## config.mk

```make
export PLATFORM = sky130hd
export DESIGN_NAME = wb_burst_ctrl
export DESIGN_NICKNAME = d
export VERILOG_FILES = /design/src/rtl/wb_burst_ctrl.sv
export SDC_FILE = /design/constraint.sdc
export NUM_CORES = 1
export LEC_CHECK = 0
export CAP_MARGIN = 20
export CORE_UTILIZATION = 25
export DETAILED_ROUTE_END_ITERATION = 6
export HOLD_SLACK_MARGIN = 0.1
export PLACE_DENSITY = 0.46
export SYNTH_ARGS = -nofsm -noshare
export SYNTH_HDL_FRONTEND = slang
export SYNTH_SLANG_ARGS = --single-unit
```

## constraint.sdc

```tcl
create_clock -name clk -period 2.2 [get_ports clk]
set_clock_uncertainty 0.15 [all_clocks]
set_input_delay 0.22 -clock clk [delete_from_list [all_inputs] [get_ports clk]]
set_output_delay 0.22 -clock clk [all_outputs]
set_load 0.02 [all_outputs]
```

## src/rtl/wb_burst_ctrl.sv

```systemverilog
// Wishbone slave front end for the 16-word burst line buffer: captures the request,
// starts the burst incrementer and acks beats. Optional macro WB_BURST_ERR_EN adds wb_err_o.
module wb_burst_ctrl #(
    parameter int unsigned WAIT_CYC = 3
) (
    input  logic       clk,
    input  logic       rst,
    input  logic [3:0] wb_adr_i,
    input  logic [2:0] wb_cti_i,
    input  logic [1:0] wb_bte_i,
    input  logic       wb_cyc_i,
    input  logic       wb_stb_i,
    input  logic       wb_we_i,
    output logic       wb_ack_o,
    input  logic       buf_rdy_i,
    output logic [3:0] adr_o,
    output logic [2:0] cti_o,
    output logic [1:0] bte_o,
    output logic       init_o,
    output logic       inc_o,
    input  logic       done_i,
    output logic       we_o
`ifdef WB_BURST_ERR_EN
    ,
    output logic       wb_err_o
`endif
);

    typedef enum logic [1:0] {
        S_IDLE,
        S_INIT,
        S_WAIT,
        S_BURST
    } state_t;

    state_t     state, state_nxt;
    logic [2:0] wait_cnt, wait_nxt;
    logic [4:0] beat_cnt, beat_nxt;
    logic       capture;
    logic       req;
    logic       strobe;
    logic       ack;
    logic       beat_err;
    logic       guard_last;
    logic       last_beat;

    assign req    = wb_cyc_i & wb_stb_i & buf_rdy_i;
    // Combinational so a strobe dropped in the same cycle is never acked.
    assign strobe = wb_cyc_i & wb_stb_i & (state == S_BURST);

`ifdef WB_BURST_ERR_EN
    logic unsup_cti;
    assign unsup_cti  = (cti_o == 3'b001) || ((cti_o >= 3'b011) && (cti_o <= 3'b110));
    // A 17th strobed beat is answered with an error instead of an ack.
    assign beat_err   = unsup_cti | (beat_cnt == 5'd16);
    assign guard_last = 1'b0;
    assign wb_err_o   = strobe & beat_err;
`else
    assign beat_err   = 1'b0;
    // Silent guard: the 16th ack closes the burst.
    assign guard_last = (beat_cnt == 5'd15);
`endif

    assign ack      = strobe & ~beat_err;
    assign wb_ack_o = ack;
    assign inc_o    = ack;

    // Anything other than an incrementing burst gets exactly one beat.
    assign last_beat = done_i | (wb_cti_i == 3'b111) | (cti_o != 3'b010) | guard_last;

    always_comb begin
        state_nxt = state;
        wait_nxt  = wait_cnt;
        beat_nxt  = beat_cnt;
        init_o    = 1'b0;
        capture   = 1'b0;
        case (state)
            S_IDLE: begin
                if (req) begin
                    state_nxt = S_INIT;
                    capture   = 1'b1;
                end
            end
            S_INIT: begin
                init_o    = 1'b1;
                wait_nxt  = 3'(WAIT_CYC - 1);
                beat_nxt  = 5'd0;
                state_nxt = (WAIT_CYC == 1) ? S_BURST : S_WAIT;
            end
            S_WAIT: begin
                wait_nxt = wait_cnt - 3'd1;
                if (wait_cnt == 3'd1)
                    state_nxt = S_BURST;
            end
            S_BURST: begin
                if (ack) begin
                    beat_nxt = beat_cnt + 5'd1;
                    if (last_beat)
                        state_nxt = S_IDLE;
                end else if (strobe) begin
                    state_nxt = S_IDLE;
                end
            end
            default: state_nxt = S_IDLE;
        endcase
        // Losing cyc aborts from anywhere outside IDLE.
        if ((state != S_IDLE) && !wb_cyc_i)
            state_nxt = S_IDLE;
    end

    always_ff @(posedge clk or negedge rst) begin
        if (!rst) begin
            state    <= S_IDLE;
            wait_cnt <= 3'd0;
            beat_cnt <= 5'd0;
        end else begin
            state    <= state_nxt;
            wait_cnt <= wait_nxt;
            beat_cnt <= beat_nxt;
        end
    end

    always_ff @(posedge clk or negedge rst) begin
        if (!rst) begin
            adr_o <= 4'd0;
            cti_o <= 3'b000;
            bte_o <= 2'b00;
            we_o  <= 1'b0;
        end else if (capture) begin
            adr_o <= wb_adr_i;
            cti_o <= wb_cti_i;
            bte_o <= wb_bte_i;
            we_o  <= wb_we_i;
        end
    end

endmodule

```

After elaboration in Yosys (flattened, before gate mapping) --
Cells that the tools add are included.
Cells by class: eq/ne operators 12, add/subtract/negate cells 2, reduce and logical (&&, ||, !) cells 8, multiplexer cells 12, bitwise gates (word level) 6
Operators by type and width (count):
- 2-to-1 mux 2 bit | 5
- case mux 5 bit (2 select lines) | 1
- != test 3 x 2 -> 1 bit, second input constant | 3
- case mux 2 bit (4 select lines) | 1
- != test 3 bit, second input constant | 2
- case mux 3 bit (2 select lines) | 1
- nonzero test 2 bit | 3
- adder 5 x 1 -> 5 bit, second input constant | 1
- equality test 5 x 4 -> 1 bit, second input constant | 1
- 2-to-1 mux 5 bit | 1
- equality test 2 bit, second input constant | 2
- AND reduction 4 bit | 1
- AND 1 bit | 3
- equality test 3 x 1 -> 1 bit, second input constant | 1
- equality test 3 bit, second input constant | 1
- 2-to-1 mux 1 bit | 3
- bitwise OR 1 bit | 3
- subtractor 3 x 1 -> 3 bit, second input constant | 1
- equality test 2 x 1 -> 1 bit, second input constant | 1
- logical NOT 2 bit | 1
- != test 2 bit, second input constant | 1
- AND reduction 2 bit | 1
- logical AND 1 bit | 1
- logical NOT 1 bit | 1
Word-level totals: register bits 20

Depth between registers and ports, before layout --
Gate-level depths: netlist of the first run.
depth in word-level cells 8, mapped depth 7, mapped depth without buffers 7

Least setup slack after synthesis of the first run --
Ideal clock, no wire load.
path kind register -> register, start point register beat_cnt[0], end point register state[1], stages on the path, launching flop included 8, data arrival time 1.576 ns, setup slack 0.395 ns, setup time 0.079 ns, path buffers 0, period minus slack after synthesis 1.805 ns, path through dfrtp_1 ha_1 and3_1 ha_1 nor4b_1 nand4b_1 nand2_1 mux2i_1
Between the ends: cells in the longest elaborated chain, start to end 4
Ends and longest elaborated chain:
- start, declared | RTL line 38 | logic [4:0] beat_cnt, beat_nxt;
- start signal, assigned | RTL line 119 | beat_cnt <= beat_nxt;
- equality test 5 x 4 -> 1 bit | RTL line 61 | assign guard_last = (beat_cnt == 5'd15);
- bitwise OR 1 bit | RTL line 69 | assign last_beat = done_i | (wb_cti_i == 3'b111) | (cti_o != 3'b010) | guard_last;
- != test 3 x 2 -> 1 bit (no source line)
- AND reduction 4 bit (no source line)
- end signal, assigned | RTL line 117 | state <= state_nxt;
- end, declared | RTL line 36 | state_t state, state_nxt;
Every way passes these cells. A chain may end at the register's enable or synchronous reset.

Worst setup path in the final report of the first run --
start point register state[1], end point output port init_o
Between the ends: cells in the longest elaborated chain, start to end 2
Ends and longest elaborated chain:
- equality test 2 x 1 -> 1 bit | RTL line 77 | case (state)
- 2-to-1 mux 1 bit | RTL line 77
- end, declared | RTL line 19 | output logic init_o,
Every way passes these cells.

==> flow_metrics.env, run 1 <==
export IMPL_max_clock_path_buffers=2
export IMPL_synth_main_ff_cell="dfrtp_1"
export IMPL_period_minus_slack_ns=2.07
export IMPL_finalSetupTns_ns=0
export IMPL_fmax_mhz=483
export IMPL_grt_pass1_vias=821
export IMPL_grt_setup_unrepaired="false"
export IMPL_synth_edf_count=0
export IMPL_seq_area_frac_synth=0.465
export IMPL_final_cell_mix="28 x clkdlybuf4s50_1, 20 x dfrtp_1, 9 x mux2_2"
export IMPL_syn_area_mm2=0.00108
export IMPL_netlist_instances=93
export IMPL_tightest_slew_ns=0.306
export IMPL_synth_async_reset_ratio=1.00
export IMPL_path_cells="inv_1 > ha_1 > clkdlybuf4s50_1"
export IMPL_grt_overflow=0
export IMPL_synth_distinct_cells=33
export IMPL_area_growth_pct=37.0
export IMPL_cp_startpoint="state[1]"
export IMPL_layout_drive_gt1_share=0.184
export IMPL_clock_root_buffer="clkbuf_8"
export IMPL_finalWirelength_mm=2.26
export IMPL_antenna_found_initial=0
export IMPL_die_h_um=67.6
export IMPL_slew_headroom=0.796
export IMPL_period_share=0.941
export IMPL_gp_congestion=0.742
export IMPL_setup_violations=0
export IMPL_viasPerCell=4.66
export IMPL_nets=150
export IMPL_power_uw=1680
export IMPL_antenna_cells=0
export IMPL_insertion_delay_ns=0.26
export IMPL_ant_nets=0
export IMPL_drt_pass1_iterations=5
export IMPL_ys_warn_count=0
export IMPL_required_ns=1.83
export IMPL_vdd_drop_max_mv=0.390
export IMPL_drt_iter0_markers=27
export IMPL_post_route_util=0.363
export IMPL_holdCritPathClass="in -> async"
export IMPL_coreArea_mm2=0.00406
export IMPL_drc_errors=0
export IMPL_holdBufCountCts=0
export IMPL_die_w_um=67.6
export IMPL_cp_arrival_ns=1.70
export IMPL_io_pin_count=29
export IMPL_cts_max_level=1
export IMPL_cp_end_kind="output port"
export IMPL_cap_viol_max_count=0
export IMPL_ctsResizeCount=0
export IMPL_critical_path_max_stage_delay_ns=0.64
export IMPL_hold_violations=0
export IMPL_critPathSlowestCell="clkdlybuf4s50_1"
export IMPL_syn_area_per_cell_um2=11.6
export IMPL_final_common_cell="clkdlybuf4s50_1"
export IMPL_critPathLaunchType="flop"
export IMPL_slew_viol_final=0
export IMPL_grt_pass1_wl_mm=3.66
export IMPL_cts_made_buffers=3
export IMPL_synth_seq_cells=20
export IMPL_routedWlPerCell_um=12.9
export IMPL_dp_hpwl_mm=1.71
export IMPL_crit_fanout=6
export IMPL_vias=815
export IMPL_post_cts_buffers=0
export IMPL_reg2reg_from="beat_cnt[0]"
export IMPL_synth_area_top_cells="dfrtp_1 47%, mux2_2 9.4%, ha_1 9.3%, o21ai_0 3.3%, mux2_4 2.8%"
export IMPL_crit_type="reg -> out"
export IMPL_grt_max_degree=21
export IMPL_port_buffers=28
export IMPL_initial_core_util=0.265
export IMPL_syn_nets=117
export IMPL_n_fill_cell=398
export IMPL_path_clk_slew_ns=0.08
export IMPL_status="complete, no violations"
export IMPL_grt_use_total=0.109
export IMPL_synth_top_area_frac=0.465
export IMPL_whs_ns=0.148
export IMPL_rows=23
export IMPL_leakagePower_uw=0.000648
export IMPL_cts_tree="built"
export IMPL_clock_sinks=20
export IMPL_yosysTopAreaCell="dfrtp_1"
export IMPL_dieArea_mm2=0.00457
export IMPL_pwr_density_cell_mw_per_mm2=1140
-- power breakdown --
group,internal (µW),switching [µW],total (µW),leakage [µW]
combinational,410,394,804,0.000367
clock,159,121,280,0.0000288
sequential,506,91.9,598,0.000252
total,1080,607,1680,0.000648
-- flip-flops by register name, indices dropped and copies added (netlist names) --
signal,flops
we_o,1
state,2
beat_cnt,5
bte_o,2
wait_cnt,3
adr_o,4
cti_o,3
-- per-stage QoR --
step	cell area, µm²	cells	worst slack, ns
3_3_place_gp	1420	171	0.232
4_1_cts	1470	175	0.0997
6_report	1470	175	0.130
5_1_grt	1470	175	0.0135
3_5_place_dp	1420	171	0.214
2_1_floorplan	1080	93	0.395
-- synth_stat cells, types with 2 or more instances --
library cell	number
a21o_1	2
dfrtp_1	20
nand2_1	6
ha_1	8
mux2_2	9
nand3_1	3
xnor2_1	3
mux2_4	2
inv_1	6
nor3b_1	2
nand2b_1	3
o21ai_0	7
nor2_1	2
-- worst max-delay path, delay by kind of cell, from the launching register on --
kind                       cells  cell delay, ns
DFF                            1            0.43
buffers and inverters          2            0.74
adders and majority gates      1            0.27
-- logic make-up after synthesis --
| group | count (synthesis) | share of synthesized area |
|---|---|---|
| and+or+nand+nor | 27 | 0.155 |
| DFF | 20 | 0.465 |
| AOI/OAI and AO/OA | 14 | 0.0895 |
| muxes | 12 | 0.131 |
| buffers and inverters | 9 | 0.0419 |
| adders and majority gates | 8 | 0.0930 |
| xor gates and xnor gates | 3 | 0.0244 |
-- final cells by class --
type	count	area, µm²	area share
clock buffer	4	55.1	0.0374
sequential	20	500	0.340
tap	50	62.6	0.0424
multi-input combinational	64	531	0.360
timing repair buffer	31	303	0.205
inverter	6	22.5	0.0153
-- per-layer routing --
metal / up-vias / wire length (µm) / global-route usage
li1: 392 / - / -
met1: 408 / 1050 / 0.138
met2: 13 / 1080 / 0.171
met3: 2 / 100 / 0.0372
met4: 0 / 21 / 0.0399
met5: - / 0 / 0
-- path summary, 6_finish.rpt --
kind / end / slack, ns / cells after the start
min in group clk: adr_o[0] / 0.36 / 1
setup / recovery: init_o / 0.13 / 3
max in group asynchronous: adr_o[1] / 1.53 / 2
hold / removal: adr_o[2] / 0.15 / 2
hold reg to reg: adr_o[0] / 0.36 / 1
setup reg to reg: state[1] / 0.18 / 7
Power figures use the tool's default switching activity.
==> run 2: changes to the inputs <==
CORE_ASPECT_RATIO = 2   (was not set)
==> run 2 against run 1 <==
  * Die area is 0.35% higher
  * Non-clock buffer count fell by 1
  * Register-to-register slack better by 0.07 ns
  * Total power increased by 0.30%
  * Fmax fell by 1.1%
  * Combinational power rose by 0.5%
  * Global-route usage up 0.85 points
  * Setup slack worse by 0.022 ns
  * Critical endpoint unchanged
==> flow_metrics.env, run 2 (synthesis results as in run 1) <==
export IMPL_status="complete, no violations"
export IMPL_slew_viol_final=0
export IMPL_path_buf_inv=2
export IMPL_max_clock_path_buffers=2
export IMPL_crit_family="buffers and inverters"
export IMPL_ant_nets=0
export IMPL_grt_overflow=0
export IMPL_finalInstanceArea_mm2=0.00147
export IMPL_reg_top3="beat_cnt x5, adr_o x4"
export IMPL_grt_pass1_vias=889
export IMPL_io_pin_count=29
export IMPL_cts_made_buffers=3
export IMPL_critPathLaunchType="flop"
export IMPL_period_minus_slack_ns=2.09
export IMPL_coreArea_mm2=0.00413
export IMPL_leakagePower_uw=0.000643
export IMPL_period_share=0.951
export IMPL_insertion_delay_ns=0.26
export IMPL_regMostFlops="beat_cnt"
export IMPL_gp_congestion=0.817
export IMPL_r2r_end="state[1]"
export IMPL_critical_path_max_stage_delay_ns=0.65
export IMPL_path_clk_slew_ns=0.08
export IMPL_hold_violations=0
export IMPL_grt_pass1_wl_mm=4.13
export IMPL_final_cell_mix="28 x clkdlybuf4s50_1, 20 x dfrtp_1, 9 x mux2_2"
export IMPL_die_w_um=48.4
export IMPL_vias=820
export IMPL_drt_iter0_markers=16
export IMPL_reg2reg_from="beat_cnt[0]"
export IMPL_cap_viol_max_count=0
export IMPL_pwr_density_cell_mw_per_mm2=1150
export IMPL_port_buffers=28
export IMPL_rows=33
export IMPL_reg2reg_depth=7
export IMPL_dp_hpwl_mm=1.75
export IMPL_antenna_found_initial=0
export IMPL_cp_end_kind="output port"
export IMPL_dieArea_mm2=0.00459
export IMPL_busiest_layer="met2"
export IMPL_grt_use_total=0.118
export IMPL_cp_arrival_ns=1.72
export IMPL_gr_usage_met3=0.0258
export IMPL_holdCritPathClass="in -> async"
export IMPL_final_common_cell="clkdlybuf4s50_1"
export IMPL_cts_max_level=1
export IMPL_finalSetupTns_ns=0
export IMPL_placed_cell_area_mm2=0.00141
export IMPL_viasPerCell=4.66
export IMPL_nets=149
export IMPL_crit_type="reg -> out"
export IMPL_largest_reg_flops=5
export IMPL_fmax_mhz=478
export IMPL_crit_fanout=6
export IMPL_post_cts_buffers=0
export IMPL_grt_util_met2=0.219
export IMPL_antenna_cells=0
export IMPL_slew_headroom=0.748
export IMPL_clock_sinks=20
export IMPL_path_cells="inv_1 > ha_1 > clkdlybuf4s50_1"
export IMPL_area_growth_pct=36.7
export IMPL_grtUsageMet1=0.120
export IMPL_tightest_slew_ns=0.378
export IMPL_r2r_slack_ns=0.25
export IMPL_required_ns=1.83
export IMPL_grt_max_degree=21
export IMPL_layout_drive_gt1_share=0.185
export IMPL_cts_tree="built"
export IMPL_clock_root_buffer="clkbuf_8"
export IMPL_grt_setup_unrepaired="false"
export IMPL_finalWirelength_mm=2.29
export IMPL_drc_errors=0
export IMPL_die_h_um=94.8
export IMPL_holdBufCountCts=0
export IMPL_drt_pass1_iterations=4
export IMPL_setup_violations=0
export IMPL_cp_startpoint="state[1]"
export IMPL_vdd_drop_max_mv=0.378
export IMPL_initial_core_util=0.261
export IMPL_n_fill_cell=424
export IMPL_routedWlPerCell_um=13.0
export IMPL_critPathSlowestCell="clkdlybuf4s50_1"
-- run 2: layout make-up --
cell class | count | area, µm² | area share
Multi-Input combinational cell | 64 | 533 | 0.362
Tap cell | 52 | 65.1 | 0.0442
Inverter | 6 | 22.5 | 0.0153
Sequential cell | 20 | 500 | 0.340
Clock buffer | 4 | 55.1 | 0.0374
Timing Repair Buffer | 30 | 295 | 0.201
-- run 2: per-stage QoR --
stage,total power (µW),hold slack (ns),worst slack [ns],utilization,instances
detailed placement,1410,0.342,0.213,0.342,172
global route,1800,0.174,0.0149,0.356,176
CTS,1700,0.165,0.113,0.356,176
finish,1690,0.150,0.108,0.356,176
floorplan,1080,-0.226,0.395,-,93
global placement,1400,0.338,0.222,0.342,172
-- run 2: how the worst max path moves through the flow --
| stage | to | slack, ns | cells after the start |
|---|---|---|---|
| after global placement | state[1] | 0.22 | 7 |
| after global routing | state[1] | 0.01 | 7 |
| after floorplan | state[1] | 0.39 | 7 |
| after CTS | init_o | 0.11 | 3 |
| after detailed placement | wb_ack_o | 0.21 | 3 |
| final | init_o | 0.11 | 3 |
-- run 2: metal layers --
layer	wire [µm]	share of wire
met3	112	0.049
met1	925	0.40
met5	0	0
met4	53	0.023
met2	1190	0.52
-- run 2: power breakdown --
| group | total (µW) | internal [µW] | switching (µW) |
|---|---|---|---|
| Sequential | 596 | 506 | 90.1 |
| Clock | 283 | 159 | 124 |
| Combinational | 808 | 412 | 396 |
-- run 2: repair_timing --
item / 4_1_cts / 5_1_grt
endpoints found under the setup margin: 0 / 1
endpoints found under the hold margin: 0 / 0
gates resized for setup: 0 / 1
